**config.mk**
```make
export PLATFORM = sky130hd
export DESIGN_NAME = stack_lifo_p
export DESIGN_NICKNAME = d
export VERILOG_FILES = /design/src/rtl/stack_pkg.sv /design/src/rtl/stack_mem.sv /design/src/rtl/stack_lifo_p.sv
export SDC_FILE = /design/constraint.sdc
export NUM_CORES = 1
export LEC_CHECK = 0
export CAP_MARGIN = 20
export CORE_MARGIN = 2
export CORE_UTILIZATION = 50
export DETAILED_ROUTE_END_ITERATION = 7
export PLACE_DENSITY = 0.69
export SYNTH_ARGS = -nofsm -noshare
export SYNTH_HDL_FRONTEND = slang
export SYNTH_HIERARCHICAL = 1
export SYNTH_SLANG_ARGS = --single-unit
```
**constraint.sdc**
```tcl
create_clock -name i_clk -period 5.6 [get_ports i_clk]
set_input_delay 1.68 -clock i_clk [delete_from_list [all_inputs] [get_ports i_clk]]
set_output_delay 1.68 -clock i_clk [all_outputs]
set_load 0.05 [all_outputs]
```
**src/rtl/stack_pkg.sv**
```systemverilog
// stack_pkg: shared definitions for the stack_lifo_p LIFO stack.
//   op_e        - per-cycle request decode produced by the top level
//   cnt_width() - width needed to hold an occupancy of 0..depth
//   addr_width()- width needed to address depth storage entries
package stack_pkg;

   typedef enum logic [2:0] {
      OP_IDLE   = 3'd0,  // no request
      OP_PUSH   = 3'd1,  // push into a non-full stack
      OP_POP    = 3'd2,  // pop from a non-empty stack
      OP_SWAP   = 3'd3,  // push+pop on a non-empty stack: replace top
      OP_BYPASS = 3'd4,  // push+pop on an empty stack: d_in goes straight out
      OP_DROP   = 3'd5,  // push into a full stack, word discarded
      OP_UNDER  = 3'd6   // pop from an empty stack
   } op_e;

   // Occupancy runs 0..depth inclusive, hence depth+1 states.
   function automatic int unsigned cnt_width(input int unsigned depth);
      return $clog2(depth + 1);
   endfunction

   function automatic int unsigned addr_width(input int unsigned depth);
      return (depth < 2) ? 1 : $clog2(depth);
   endfunction

endpackage

```
**src/rtl/stack_mem.sv**
```systemverilog
// stack_mem: DEPTH x DATA_W register file backing the stack.
//   i_clk    clock, write on rising edge
//   i_we     write enable
//   i_waddr  write address
//   i_wdata  write data
//   i_raddr  asynchronous read address
//   o_rdata  asynchronous read data
// Contents are not reset; the top level never reads an entry it has not written.
module stack_mem
   import stack_pkg::*;
#(
   parameter int unsigned DATA_W = 8,
   parameter int unsigned DEPTH  = 16,
   localparam int unsigned AW    = addr_width(DEPTH)
) (
   input  logic              i_clk,
   input  logic              i_we,
   input  logic [AW-1:0]     i_waddr,
   input  logic [DATA_W-1:0] i_wdata,
   input  logic [AW-1:0]     i_raddr,
   output logic [DATA_W-1:0] o_rdata
);

   logic [DATA_W-1:0] r_mem [DEPTH];

   always_ff @(posedge i_clk) begin
      if (i_we) begin
         r_mem[i_waddr] <= i_wdata;
      end
   end

   assign o_rdata = r_mem[i_raddr];

endmodule

```
**src/rtl/stack_lifo_p.sv**
```systemverilog
// stack_lifo_p: parametrised LIFO stack with simultaneous push+pop.
//   i_clk          clock, all state on rising edge
//   i_rst          synchronous active-high reset
//   i_push         push request
//   i_pop          pop request
//   i_clear        synchronous flush of all entries and error flags
//   i_d_in         data to push
//   o_d_out        registered pop data, holds last popped value
//   o_d_valid      one-cycle strobe: o_d_out updated this cycle
//   o_peek         current top entry, 0 when empty
//   o_count        entries held, 0..DEPTH
//   o_full         count == DEPTH
//   o_almost_full  count >= AF_LEVEL
//   o_empty        count == 0
//   o_overflow     sticky: a push was dropped
//   o_underflow    sticky: a pop found no data
// The top entry lives at index count-1; a push writes index count.
module stack_lifo_p
   import stack_pkg::*;
#(
   parameter int unsigned DATA_W   = 8,
   parameter int unsigned DEPTH    = 16,
   parameter int unsigned AF_LEVEL = DEPTH - 2,
   localparam int unsigned CNT_W   = cnt_width(DEPTH)
) (
   input  logic              i_clk,
   input  logic              i_rst,
   input  logic              i_push,
   input  logic              i_pop,
   input  logic              i_clear,
   input  logic [DATA_W-1:0] i_d_in,
   output logic [DATA_W-1:0] o_d_out,
   output logic              o_d_valid,
   output logic [DATA_W-1:0] o_peek,
   output logic [CNT_W-1:0]  o_count,
   output logic              o_full,
   output logic              o_almost_full,
   output logic              o_empty,
   output logic              o_overflow,
   output logic              o_underflow
);

   localparam int unsigned AW = addr_width(DEPTH);

   localparam logic [CNT_W-1:0] CNT_ONE  = CNT_W'(1);
   localparam logic [CNT_W-1:0] CNT_FULL = CNT_W'(DEPTH);
   localparam logic [CNT_W-1:0] CNT_AF   = CNT_W'(AF_LEVEL);

   // Registered state
   logic [CNT_W-1:0]  r_count;
   logic [DATA_W-1:0] r_d_out;
   logic              r_d_valid;
   logic              r_overflow;
   logic              r_underflow;

   // Next-state and decode
   logic [CNT_W-1:0]  w_count_d;
   logic [DATA_W-1:0] w_d_out_d;
   logic              w_d_valid_d;
   logic              w_overflow_d;
   logic              w_underflow_d;
   op_e               w_op;

   logic              w_full;
   logic              w_empty;
   logic [AW-1:0]     w_top_addr;
   logic [AW-1:0]     w_push_addr;
   logic [DATA_W-1:0] w_top;
   logic              w_we;
   logic              w_we_req;
   logic [AW-1:0]     w_waddr;

   // Status decodes straight from the count register.
   assign w_full  = (r_count == CNT_FULL);
   assign w_empty = (r_count == '0);

   // When empty the read address is parked at 0; peek is masked below.
   assign w_top_addr  = w_empty ? '0 : AW'(r_count - CNT_ONE);
   assign w_push_addr = w_full ? '0 : AW'(r_count);

   stack_mem #(
      .DATA_W (DATA_W),
      .DEPTH  (DEPTH)
   ) u_mem (
      .i_clk   (i_clk),
      .i_we    (w_we),
      .i_waddr (w_waddr),
      .i_wdata (i_d_in),
      .i_raddr (w_top_addr),
      .o_rdata (w_top)
   );

   // Request decode against current occupancy.
   always_comb begin
      w_op = OP_IDLE;
      unique case ({i_push, i_pop})
         2'b10:   w_op = w_full  ? OP_DROP   : OP_PUSH;
         2'b01:   w_op = w_empty ? OP_UNDER  : OP_POP;
         2'b11:   w_op = w_empty ? OP_BYPASS : OP_SWAP;
         default: w_op = OP_IDLE;
      endcase
   end

   // Next-state: clear overrides the decoded request.
   always_comb begin
      w_count_d     = r_count;
      w_d_out_d     = r_d_out;
      w_d_valid_d   = 1'b0;
      w_overflow_d  = r_overflow;
      w_underflow_d = r_underflow;
      w_we_req      = 1'b0;
      w_waddr       = w_push_addr;

      if (i_clear) begin
         w_count_d     = '0;
         w_overflow_d  = 1'b0;
         w_underflow_d = 1'b0;
      end else begin
         unique case (w_op)
            OP_PUSH: begin
               w_we_req  = 1'b1;
               w_count_d = r_count + CNT_ONE;
            end
            OP_DROP: begin
               w_overflow_d = 1'b1;
            end
            OP_POP: begin
               w_d_out_d   = w_top;
               w_d_valid_d = 1'b1;
               w_count_d   = r_count - CNT_ONE;
            end
            OP_UNDER: begin
               w_underflow_d = 1'b1;
            end
            OP_SWAP: begin
               // Old top leaves on d_out while the same slot takes d_in.
               w_d_out_d   = w_top;
               w_d_valid_d = 1'b1;
               w_we_req    = 1'b1;
               w_waddr     = w_top_addr;
            end
            OP_BYPASS: begin
               w_d_out_d   = i_d_in;
               w_d_valid_d = 1'b1;
            end
            default: ;
         endcase
      end
   end

   // A request in the reset cycle must not touch memory either.
   assign w_we = w_we_req & ~i_rst;

   always_ff @(posedge i_clk) begin
      if (i_rst) begin
         r_count     <= '0;
         r_d_out     <= '0;
         r_d_valid   <= 1'b0;
         r_overflow  <= 1'b0;
         r_underflow <= 1'b0;
      end else begin
         r_count     <= w_count_d;
         r_d_out     <= w_d_out_d;
         r_d_valid   <= w_d_valid_d;
         r_overflow  <= w_overflow_d;
         r_underflow <= w_underflow_d;
      end
   end

   assign o_d_out       = r_d_out;
   assign o_d_valid     = r_d_valid;
   assign o_peek        = w_empty ? '0 : w_top;
   assign o_count       = r_count;
   assign o_full        = w_full;
   assign o_almost_full = (r_count >= CNT_AF);
   assign o_empty       = w_empty;
   assign o_overflow    = r_overflow;
   assign o_underflow   = r_underflow;

endmodule

```
; Word-level counts from Yosys, hierarchy flattened
; Memory sizes are Yosys's and may differ from the RTL's.
; Index checks and enable logic that the tools add are counted.
[word_totals]
reg_bits = 16
ram_bits = 128
inputBits = 13
n_memories = 1
[classes]
n_addsub = 2
magnitude_cmp = 1
n_eq_ne = 10
muxes = 16
bitwise = 3
reduce_logical = 8
[mem_list]
columns = name, depth, word_bits, rd, rd_ports_with_merged_regs, write_ports, line_no
row1 = u_mem.r_mem, 16, 8, 1, 0, 1, stack_mem.sv:24  ; logic [DATA_W-1:0] r_mem [DEPTH];
[ops]
columns = cell, count
row1 = two-way mux 4 bit, 4
row2 = case mux 8 bit (2 select lines), 1
row3 = case mux 5 bit (2 select lines), 1
row4 = "== test 3 bit, second input constant", 3
row5 = two-way mux 3 bit, 3
row6 = case mux 3 bit (3 select lines), 1
row7 = two-way mux 8 bit, 1
row8 = "== test 3 x 2 -> 1 bit, second input constant", 2
row9 = OR reduction 2 bit, 3
row10 = "adder 5 x 1 -> 5 bit, second input constant", 1
row11 = "== test 5 bit, second input constant", 1
row12 = "greater-or-equal comparator 5 x 4 -> 1 bit, second input constant", 1
row13 = logical NOT 5 bit, 1
row14 = two-way mux 1 bit, 5
row15 = "subtractor 5 x 1 -> 5 bit, second input constant", 1
row16 = "== test 2 bit, second input constant", 2
row17 = nonzero test 2 bit, 2
row18 = "== test 3 x 1 -> 1 bit, second input constant", 1
row19 = OR reduction 3 bit, 1
row20 = "== test 2 x 1 -> 1 bit, second input constant", 1
row21 = inverter 1 bit, 2
row22 = AND reduction 2 bit, 1
row23 = AND 1 bit, 1

; Logic depth before layout (Yosys ltp)
; Gate-level depths: netlist of run 1.
[depth]
ltp_word = 10
depth_mapped = 13

; Modules after synthesis
; The synthesis of run 1 kept the hierarchy.
[by_module_without_submodules]
columns = module, instances, cells_each, area_per_inst_um2, seq_area_each_um2
row1 = stack_mem, 1, 221, 4987.3, 3843.7
row2 = stack_lifo_p, 1, 128, 1101.1, 320.3

; Least setup slack after synthesis of run 1
; Ideal clock, no wire load.
[synth_path]
path_type = flip-flop to output port
startpoint = register r_count[0] (netlist: o_count[0])
endpoint = output o_peek[1]
t_arrival_ps = 3108
required_ps = 3920
path_slack_ps = 812
path_stages_with_launch = 13
cell_sequence = dfxtp_1 inv_1 ha_1 or4b_4 buf_6 clkinv_4 nor2_1 buf_6 buf_6 mux4_1 a22oi_1 nand2_1 and2_1
[synth_via]
elab_chain_len = 4
[synth_lines]
columns = item, line_no
row1 = "start, declared", stack_lifo_p.sv:50  ; logic [CNT_W-1:0] r_count;
row2 = "start signal, assigned", stack_lifo_p.sv:162  ; r_count <= w_count_d;
row3 = logical NOT 5 bit, stack_lifo_p.sv:75  ; assign w_empty = (r_count == '0);
row4 = named net o_empty, stack_lifo_p.sv:38  ; output logic o_empty,
row5 = two-way mux 4 bit, stack_lifo_p.sv:78  ; assign w_top_addr = w_empty ? '0 : AW'(r_count - CNT_ONE);
row6 = named net w_top_addr[0], stack_lifo_p.sv:66  ; logic [AW-1:0] w_top_addr;
row7 = memory (16 x 8 bit), -
row8 = named net w_top[1], stack_lifo_p.sv:68  ; logic [DATA_W-1:0] w_top;
row9 = two-way mux 8 bit, stack_lifo_p.sv:172  ; assign o_peek = w_empty ? '0 : w_top;
row10 = "end, declared", stack_lifo_p.sv:34  ; output logic [DATA_W-1:0] o_peek,
; The timed path passes the listed nets, and every way through them passes these cells.

; Worst setup path after layout of run 1
[layout_path]
startpoint = register r_count[0] (netlist: o_count[0])
endpoint = output o_peek[2]
[layout_via]
elab_chain_len = 4
[layout_lines]
columns = item, line_no
row1 = subtractor 5 x 1 -> 5 bit or logical NOT 5 bit (tied branches), -
row2 = two-way mux 4 bit (*), stack_lifo_p.sv:78
row3 = named net w_top_addr[0], stack_lifo_p.sv:66
row4 = memory (16 x 8 bit) (*), -
row5 = named net w_top[2], stack_lifo_p.sv:68
row6 = two-way mux 8 bit (*), stack_lifo_p.sv:172
; The timed path passes the listed nets; every way through them passes the cells marked *.

==> impl_results.md, run 1 <==
* Yosys reg bits at 144
* Worst-skew pair later-pin latency at about 0.42 ns
* CP arrival at roughly 3.6 ns
* Minimum clock period at between 5 and 6 ns
* CTS root buffer: clkbuf_16
* Crit end category: output port
* Tot GR Track Use at 20.5%
* Clock skew at ~0.007 ns
* Tcrit/Tclk final at 95.0%
* Die Ht at 114 um
* H-Tree Depth at 4
* RSZ-0062 raised after global routing: no
* Post-synth EDFFs at approximately 130
* WP buf/inv at 4
* NumNets Final at 422
* Post-synthesis sequential area ratio at 68.4%
* Vias in the first global route at about 3300
* # hold bufs at CTS at 0
* Die area at 0.0131 sq mm
* Place WS at 0.529 ns
* Final ANT Viol Nets at 0
* Mapped Area at 0.00609 sq mm
* CP Launch Type: flip-flop
* Final wirelength at 12200 um
* Synth-to-Final Area Change at 19.1%
* Fin Hold WS at roughly 0.47 ns
* Tot Pwr at about 2.5 mW
* Crit-path max cell delay at approximately 0.70 ns
* Initial DRC Count at 269
* Ports at 40
* CP cell instances: inv_1, ha_1, or4b_4, clkinv_4, nor2_4, buf_12, mux4_1, a22oi_1, nand2_1, and2_1, clkdlybuf4s50_1
* Slew headroom at 37.5%
* ANT cells at 0
* Drt pass-1 iters at 4
* Setup TNS at 0 ns
* Core Region at 0.0120 sq mm
* Yosys cell types at 47
* CP Class: flip-flop to output port
* Max Slew Vio Count at 0
* Fraction of registers with async set/reset at 0%
* # rows at 40
* IO buf count at 39
* Clock Path Buffers at 2
* Leak Pwr at 2.36 nW
* CTS tree: done
* Vias per std cell at 5.91
* Layout cell share with drive strength beyond 1 at 21.5%
* Mean post-synth cell area at 17.4 sq um
* PnR worst setup slack at around 0.28 ns
* Die W at 114 um
* Final hold violation count at 0
* WL/cell at approximately 22 um
* Synthesized Nets at between 300 and 400
* Worst VDD drop at 0.000211 V
* Largest net degree at the start of global routing at 18
* Synthesized instance count at around 350
* Top Family by Delay on Critical Path: buffers and inverters
* Number of buffers created by CTS at 17
* Worst Hold Class: flip-flop to flip-flop
* First-pass GRT wire length at 19100 um
* CP max-delay cell: clkdlybuf4s50_1
* Worst EP required at about 4 ns
* Syn. warnings at 6
* Register area at approximately 0.0042 sq mm
* Multi-input gate area at roughly 0.0018 sq mm
* Hpwl dp at 8050 um
* Final setup fails at 0
* Ys flop type: edfxtp_1
* Number of max-cap violations at 0
* GR Overflow Total at 0
* Fill count at 879
* Status: complete, no violations
* Tightest Pin Transition at between 0.9 and 1 ns
* Vias at 3339
* F_max at 0.188 GHz
* Initial antenna violation count at 0
* CTS sink count at 144
* Initial Utilization at 50.9%
* Final GP Congestion at 0.813
* Clock slew at reported path FFs at 0.06 ns
* Worst-path fanout max at 10
* Detailed-route DRC error count at 0
* Power Density at 348 mW/mm^2
[kinds of logic (layout without fill, tap and decap cells)]
logic type / after synthesis / in the layout / share of synthesized area (%)
muxes: 43 / 43 / 14.5
and+or+nand+nor: 92 / 92 / 7.64
xor gates and xnor gates: 5 / 5 / 0.719
AOI/OAI and AO/OA: 36 / 36 / 4.89
adders and majority gates: 4 / 4 / 0.822
DFF: 144 / 144 / 68.4
buffers and inverters: 25 / 94 / 3.00
[sequential cells by signal, indices dropped and copies added (netlist names)]
signal       count
o_underflow      1
o_overflow       1
o_count          5
o_d_valid        1
o_d_out          8
u_mem/r_mem    128
[synth_stat cells (all sizes together), types with 3 or more instances]
cell / instances / area (sq um)
inv: 3 / 11.3
a21oi: 3 / 15.0
a211oi: 9 / 108
clkdlybuf4s25: 3 / 30.0
mux4: 32 / 773
nor3: 6 / 30.0
nand2b: 3 / 18.8
nor2b: 5 / 31.3
buf: 12 / 110
nand2: 17 / 63.8
mux2i: 10 / 100
edfxtp: 128 / 3840
a22oi: 17 / 128
nor2: 33 / 124
xnor2: 5 / 43.8
nand4: 3 / 18.8
clkbuf: 6 / 22.5
dfxtp: 16 / 320
and3: 3 / 23.8
nand3: 4 / 20.0
and2: 9 / 56.3
ha: 4 / 50.1
[worst paths after layout]
check                                from                           to  slack (ns)  cells after the start
setup / recovery  o_count[0]$_SDFFE_PP0P_                    o_peek[2]        0.28                     11
hold / removal    o_overflow$_SDFFE_PP0N_      o_overflow$_SDFFE_PP0N_        0.47                      2
setup reg to reg  o_count[0]$_SDFFE_PP0P_  u_mem/r_mem[9][2]$_DFFE_PP_        1.98                      8
hold reg to reg   o_overflow$_SDFFE_PP0N_      o_overflow$_SDFFE_PP0N_        0.47                      2
[routing by layer]
layer  global-route usage (%)  share of wire (%)  up-vias
li1                         -                  -     1501
met1                     27.2                 43     1706
met2                     31.9                 48      112
met3                     6.14                6.1       20
met4                     9.02                2.3        0
met5                        0                  0        -
[timing repair]
action                                  4_1_cts  5_1_grt
setup buffers                                 0        2
resized for setup                             0        1
endpoints found under the setup margin        0        7
[cell type report]
cell class,count,area share [%]
flip-flops and latches,144,57.4
repair buffers,58,7.49
clock buffers,17,5.87
clock inverters,15,2.16
inverters,4,0.276
multi-input cells,180,24.2
well taps,147,2.54
[report_power, final]
group / switching (mW) / internal [mW]
registers: 0.00424 / 1.18
clock network: 0.440 / 0.658
logic: 0.147 / 0.0983
total: 0.592 / 1.93
[worst min-delay path, stage by stage (launching register included)]
cell     delay, ns
dfxtp_1       0.32
a21oi_1       0.04
nor2_1        0.07
[cells in the final DEF (no fill, tap or decap), types with 3 or more instances in the layout]
cell / netlist / layout
nand4_1: 3 / 3
and2_1: 9 / 9
dfxtp_1: 16 / 16
nand2b_1: 3 / 3
clkdlybuf4s50_1: 0 / 33
mux2i_1: 10 / 10
inv_6: 0 / 4
a21oi_1: 3 / 3
a22oi_1: 17 / 17
mux4_2: 18 / 18
clkinv_4: 1 / 4
clkbuf_16: 0 / 17
clkinvlp_4: 0 / 3
nor2_1: 33 / 31
nand3_1: 4 / 4
mux4_1: 14 / 14
ha_1: 4 / 4
a211oi_2: 8 / 8
edfxtp_1: 128 / 128
xnor2_1: 5 / 5
nor2b_1: 5 / 5
nand2_1: 17 / 17
nor3_1: 6 / 6
buf_4: 2 / 23
[stage by stage]
stage / util [%] / cells / area [sq um]
detailed placement: 55.4 / 531 / 6620
finish: 60.6 / 565 / 7250
global placement: 55.4 / 531 / 6620
CTS: 60.2 / 563 / 7200
global route: 60.6 / 565 / 7250
floorplan: - / 349 / 6090
(Power assumes the default switching activity.)
==> run 2, diff against run 1 <==
- CTS_BUF_LIST: unset -> sky130_fd_sc_hd__clkbuf_4 sky130_fd_sc_hd__clkbuf_8
==> run 2 against run 1 <==
Register-to-register slack about the same. Fmax down 0.60%. Total power decreased by 12%. Utilization down 1.6 points. Flip-flop and latch count is the same. Critical path depth unchanged. Routed wire length shrank 1.1%. Highest routed layer unchanged.
==> impl_results.md, run 2 (synthesis gave the netlist of run 1 again) <==
* Status: complete, no violations
* Tightest Pin Transition at 0.922 ns
* Die Ht at about 110 um
* Largest net degree at the start of global routing at 18
* Synth-to-Final Area Change at 15.9%
* Most crowded layer after global routing: met2
* Final hold violation count at 0
* CP cell instances: inv_1, ha_1, or4b_4, clkinv_4, nor2_4, buf_12, mux4_1, a22oi_1, nand2_1, and2_1, clkdlybuf4s50_1
* Switching share of total power at 24.6%
* F_max at 0.187 GHz
* # hold bufs at CTS at 0
* Tot Pwr at between 2 and 2.5 mW
* Clk pwr share at 35.8%
* Final setup fails at 0
* GR Overflow Total at 0
* CP Class: flip-flop to output port
* Worst VDD drop at 0.000177 V
* Hpwl dp at 8050 um
* Crit end category: output port
* IO buf count at 39
* Setup TNS at 0 ns
* Max Slew Vio Count at 0
* Combinational group share of total power at 11.1%
* Drt pass-1 iters at 5
* Number of max-cap violations at 0
* Crit-path max cell delay at 0.69 ns
* Number of buffers created by CTS at 17
* Worst Hold Class: flip-flop to flip-flop
* CP Launch Type: flip-flop
* Initial antenna violation count at 0
* Worst-path fanout max at 10
* GRT met2 Usage at between 30% and 40%
* WP buf/inv at 4
* Detailed-route DRC error count at 0
* Core Region at about 0.012 sq mm
* Vias at 3347
* R2R Setup Slk at 1.97 ns
* Initial Utilization at approximately half
* Power Density at 314 mW/mm^2
* RSZ-0062 raised after global routing: no
* Final GP Congestion at 0.813
* Worst-skew pair later-pin latency at approximately 0.44 ns
* Minimum clock period at 5.35 ns
* Commonest non-fill, non-tap cell in the layout: edfxtp_1
* Slew headroom at about two fifths
* Met1 GRT Util at 26.7%
* CP max-delay cell: clkdlybuf4s50_1
* CTS root buffer: clkbuf_8
* Critical Path Source: o_count[0]$_SDFFE_PP0P_
* Tcrit/Tclk final at roughly 96%
* Clock Path Buffers at 2
* Internal at 1.67 mW
* ANT cells at 0
* Final wirelength at 12100 um
* First-pass GRT wire length at 18900 um
* Leak Pwr at 2.28 nW
* Met3 usage at under 10%
* Sequential Power Share at 53.1%
* H-Tree Depth at 4
* Clock skew at roughly 0.0079 ns
* WL/cell at 21.4 um
* Switch Pwr at 546 uW
* Tot GR Track Use at 20.3%
* Hold path start: o_overflow$_SDFFE_PP0N_
* Vias per std cell at 5.92
* CTS tree: done
* Vias in the first global route at 3360
* Die W at about 110 um
* R2R Path Start: o_count[0]$_SDFFE_PP0P_
* Commonest non-fill, non-tap cells in the layout: 128 x edfxtp_1, 33 x clkdlybuf4s50_1, 31 x nor2_1
* Die area at approximately 0.013 sq mm
* Biggest register: u_mem/r_mem
* Placed cells at approximately 530
* Final ANT Viol Nets at 0
* Max FFs per register at 128
* CTS sink count at 144
* # rows at 40
* Layout cell share with drive strength beyond 1 at 21.5%
* Clock slew at reported path FFs at 0.08 ns
* Final std cells w/o fill at about 570
* CP arrival at 3.67 ns
* Initial DRC Count at 308
* Worst EP required at 3.92 ns
* Fill count at 909
* Top Family by Delay on Critical Path: buffers and inverters
* Ports at 40
* NumNets Final at 422
[run 2: cell counts in the layout (fill, tap and decap cells not counted)]
No cell type changed its count.
[run 2: cell type report]
type	instances	area, sq um	share of cell area [%]
Timing Repair Buffer	58	543	7.69
Tap cell	147	184	2.61
Inverter	4	20.0	0.284
Clock buffer	17	234	3.32
Clock inverter	15	156	2.22
Sequential cell	144	4160	59.0
Multi-Input combinational cell	180	1760	24.9
[run 2: routing by layer]
| layer | vias up | share of wire (%) | wire, um |
|---|---|---|---|
| li1 | 1501 | - | - |
| met1 | 1674 | 43 | 5160 |
| met2 | 145 | 48 | 5780 |
| met3 | 27 | 7.2 | 873 |
| met4 | 0 | 2.5 | 303 |
| met5 | - | 0 | 0 |
[run 2: path summary, 6_finish.rpt]
path / endpoint / cells past startpoint
min: o_overflow$_SDFFE_PP0N_ / 2
max: o_peek[3] / 11
max reg2reg: u_mem/r_mem[9][7]$_DFFE_PP_ / 8
min reg2reg: o_overflow$_SDFFE_PP0N_ / 2
[run 2: per-stage QoR]
step	cell area (sq um)	setup slack [ns]	util, %	hold slack (ns)
after floorplan	6090	0.812	-	0.721
after detailed placement	6620	0.529	55.4	0.463
after global routing	7060	0.0162	59.0	0.507
final	7060	0.246	59.0	0.472
after global placement	6620	0.646	55.4	0.451
after CTS	7010	0.0463	58.6	0.482
[run 2: worst reg2reg max path: cells and delay by family, from the launching register on]
family	cells	cell delay, ns
buffers and inverters	2	0.39
flip-flops	1	0.41
multiplexers	1	0.56
adder cells (fa/ha/maj)	1	0.18
AND/OR/NAND/NOR	4	1.72
[run 2: what timing repair did]
item,4_1_cts,5_1_grt
buffers inserted,0,2
resized for setup,0,1
setup endpoints to repair,0,7
[run 2: power groups by stage]
stage,combinational (mW),clock (mW),sequential (mW)
after floorplan,0.147,0,1.22
after detailed placement,0.238,0,1.20
after global placement,0.236,0,1.20
after global routing,0.265,0.865,1.18
final,0.245,0.793,1.18
after CTS,0.240,0.816,1.18
==> run 3, diff against run 2 <==
- GPL_ROUTABILITY_DRIVEN: unset -> 0
- PLACE_DENSITY: 0.69 -> unset
- PLACE_DENSITY_LB_ADDON: unset -> 0.1
- SKIP_LAST_GASP: unset -> 1
==> run 3 against run 2 <==
Fmax rose by 3.0%. First-iteration DRC count rose by 13%. Count of clock-buffer cells in the layout is 3 higher. Highest routed layer unchanged. Largest power group unchanged. Flip-flop and latch count is the same.
==> impl_results.md, run 3 (synthesis gave the netlist of run 1 again) <==
* WL/cell at 22.4 um
* Worst VDD drop at roughly 0.00018 V
* RSZ-0062 raised after global routing: no
* PostCTS Resize Cnt at 0
* Synth-to-Final Area Change at 13.9%
* Setup TNS at 0 ns
* Vias in the first global route at 3224
* ANT cells at 0
* Detailed-route DRC error count at 0
* F_max at 0.192 GHz
* # rows at 40
* IO buf count at 39
* CP Class: flip-flop to output port
* NumNets Final at 417
* Status: complete, no violations
* Largest net degree at the start of global routing at 33
* Minimum clock period at 5.20 ns
* Slew headroom at 40.3%
* Max Slew Vio Count at 0
* Worst Hold Class: flip-flop to flip-flop
* Die Ht at 114 um
* Worst EP required at about 3.9 ns
* GR Overflow Total at 0
* Drt pass-1 iters at 4
* Clock slew at reported path FFs at about 0.070 ns
* Die W at roughly 110 um
* Initial DRC Count at about 350
* Initial antenna violation count at 0
* Initial Utilization at around half
* Number of setup buffers added after CTS at 0
* Worst-skew pair later-pin latency at 0.44 ns
* Die area at 0.0131 sq mm
* Hold depth at 2
* Tot GR Track Use at 20.9%
* H-Tree Depth at 4
* Worst-path fanout max at 32
* Max FFs per register at 128
* First-pass GRT wire length at 19200 um
* Clock skew at ~0.012 ns
* CP Launch Type: flip-flop
* CP arrival at between 3 and 4 ns
* Clock Path Buffers at 2
* Crit end category: output port
* Power Density at between 300 and 400 mW/mm^2
* Tcrit/Tclk final at 92.8%
* Number of max-cap violations at 0
* Leak Pwr at about 2.2 nW
* Vias at about 3300
* Final setup fails at 0
* CTS tree: done
* Commonest non-fill, non-tap cells in the layout: 128 x edfxtp_1, 31 x nor2_1, 31 x clkdlybuf4s50_1
* Crit-path max cell delay at 0.54 ns
* Vias per std cell at 5.82
* Worst r2r path cells at 7
* Tightest Pin Transition at 0.892 ns
* CTS root buffer: clkbuf_8
* Biggest register: u_mem/r_mem
* Ports at 40
* Core Region at 0.0120 sq mm
* # hold bufs at CTS at 0
* Hpwl dp at 8150 um
* CP cell instances: inv_1, ha_1, or4b_4, clkinv_4, nor2_4, buf_12, mux4_2, a22oi_1, nand2_1, and2_1, buf_4
* Fin Hold WS at 0.476 ns
* CP max-delay cell: mux4_2
* Final ANT Viol Nets at 0
* CTS sink count at 144
* Final wirelength at 12500 um
* Final hold violation count at 0
* Layout cell share with drive strength beyond 1 at 20.6%
* Number of buffers created by CTS at 17
* Commonest non-fill, non-tap cell in the layout: edfxtp_1
[run 3: worst paths after layout]
check                                       to               startpoint  slack [ns]
setup reg to reg  u_mem/r_mem[14][2]$_DFFE_PP_  o_count[0]$_SDFFE_PP0P_        2.08
hold reg to reg        o_overflow$_SDFFE_PP0N_  o_overflow$_SDFFE_PP0N_        0.48
hold / removal         o_overflow$_SDFFE_PP0N_  o_overflow$_SDFFE_PP0N_        0.48
setup / recovery                     o_peek[7]  o_count[0]$_SDFFE_PP0P_        0.40
[run 3: worst max-delay path: cells and delay by family (launching register included)]
family          cells  cell delay (ns)
fa+ha+maj           1             0.24
mux                 1             0.54
flops               1             0.52
buf+inv             4             0.71
compound gates      1             0.26
simple gates        4             0.76
[run 3: routing by layer]
layer	track usage [%]	up-vias	routed length, um	part of all wire, %
li1	-	1490	-	-
met1	29.9	1639	5770	46
met2	32.0	113	5910	47
met3	4.82	11	717	5.7
met4	7.07	0	103	0.82
met5	0	-	0	0
[run 3: where the power goes]
| part | switching (mW) | total [mW] | leakage, nW | internal, mW |
|---|---|---|---|---|
| clock | 0.367 | 0.681 | 0.166 | 0.313 |
| sequential | 0.00439 | 1.18 | 1.28 | 1.17 |
| combinational | 0.145 | 0.235 | 0.782 | 0.0901 |
| total | 0.516 | 2.09 | 2.23 | 1.58 |
[run 3: stage by stage]
stage	area [sq um]	setup slack (ns)	total power [mW]	utilization, %	instances
after global routing	6930	0.153	2.17	57.9	559
after floorplan	6090	0.812	1.37	-	349
after detailed placement	6610	0.850	1.44	55.2	528
after global placement	6610	0.866	1.44	55.2	528
final	6930	0.402	2.09	57.9	559
after CTS	6930	0.340	2.12	57.9	559
[run 3: area by class of cell]
type / count / area, sq um
Clock inverter: 11 / 67.6
Sequential cell: 144 / 4160
Timing Repair Buffer: 53 / 488
Clock buffer: 20 / 256
Tap cell: 147 / 184
Fill cell: 946 / 5030
Inverter: 4 / 20.0
Multi-Input combinational cell: 180 / 1750
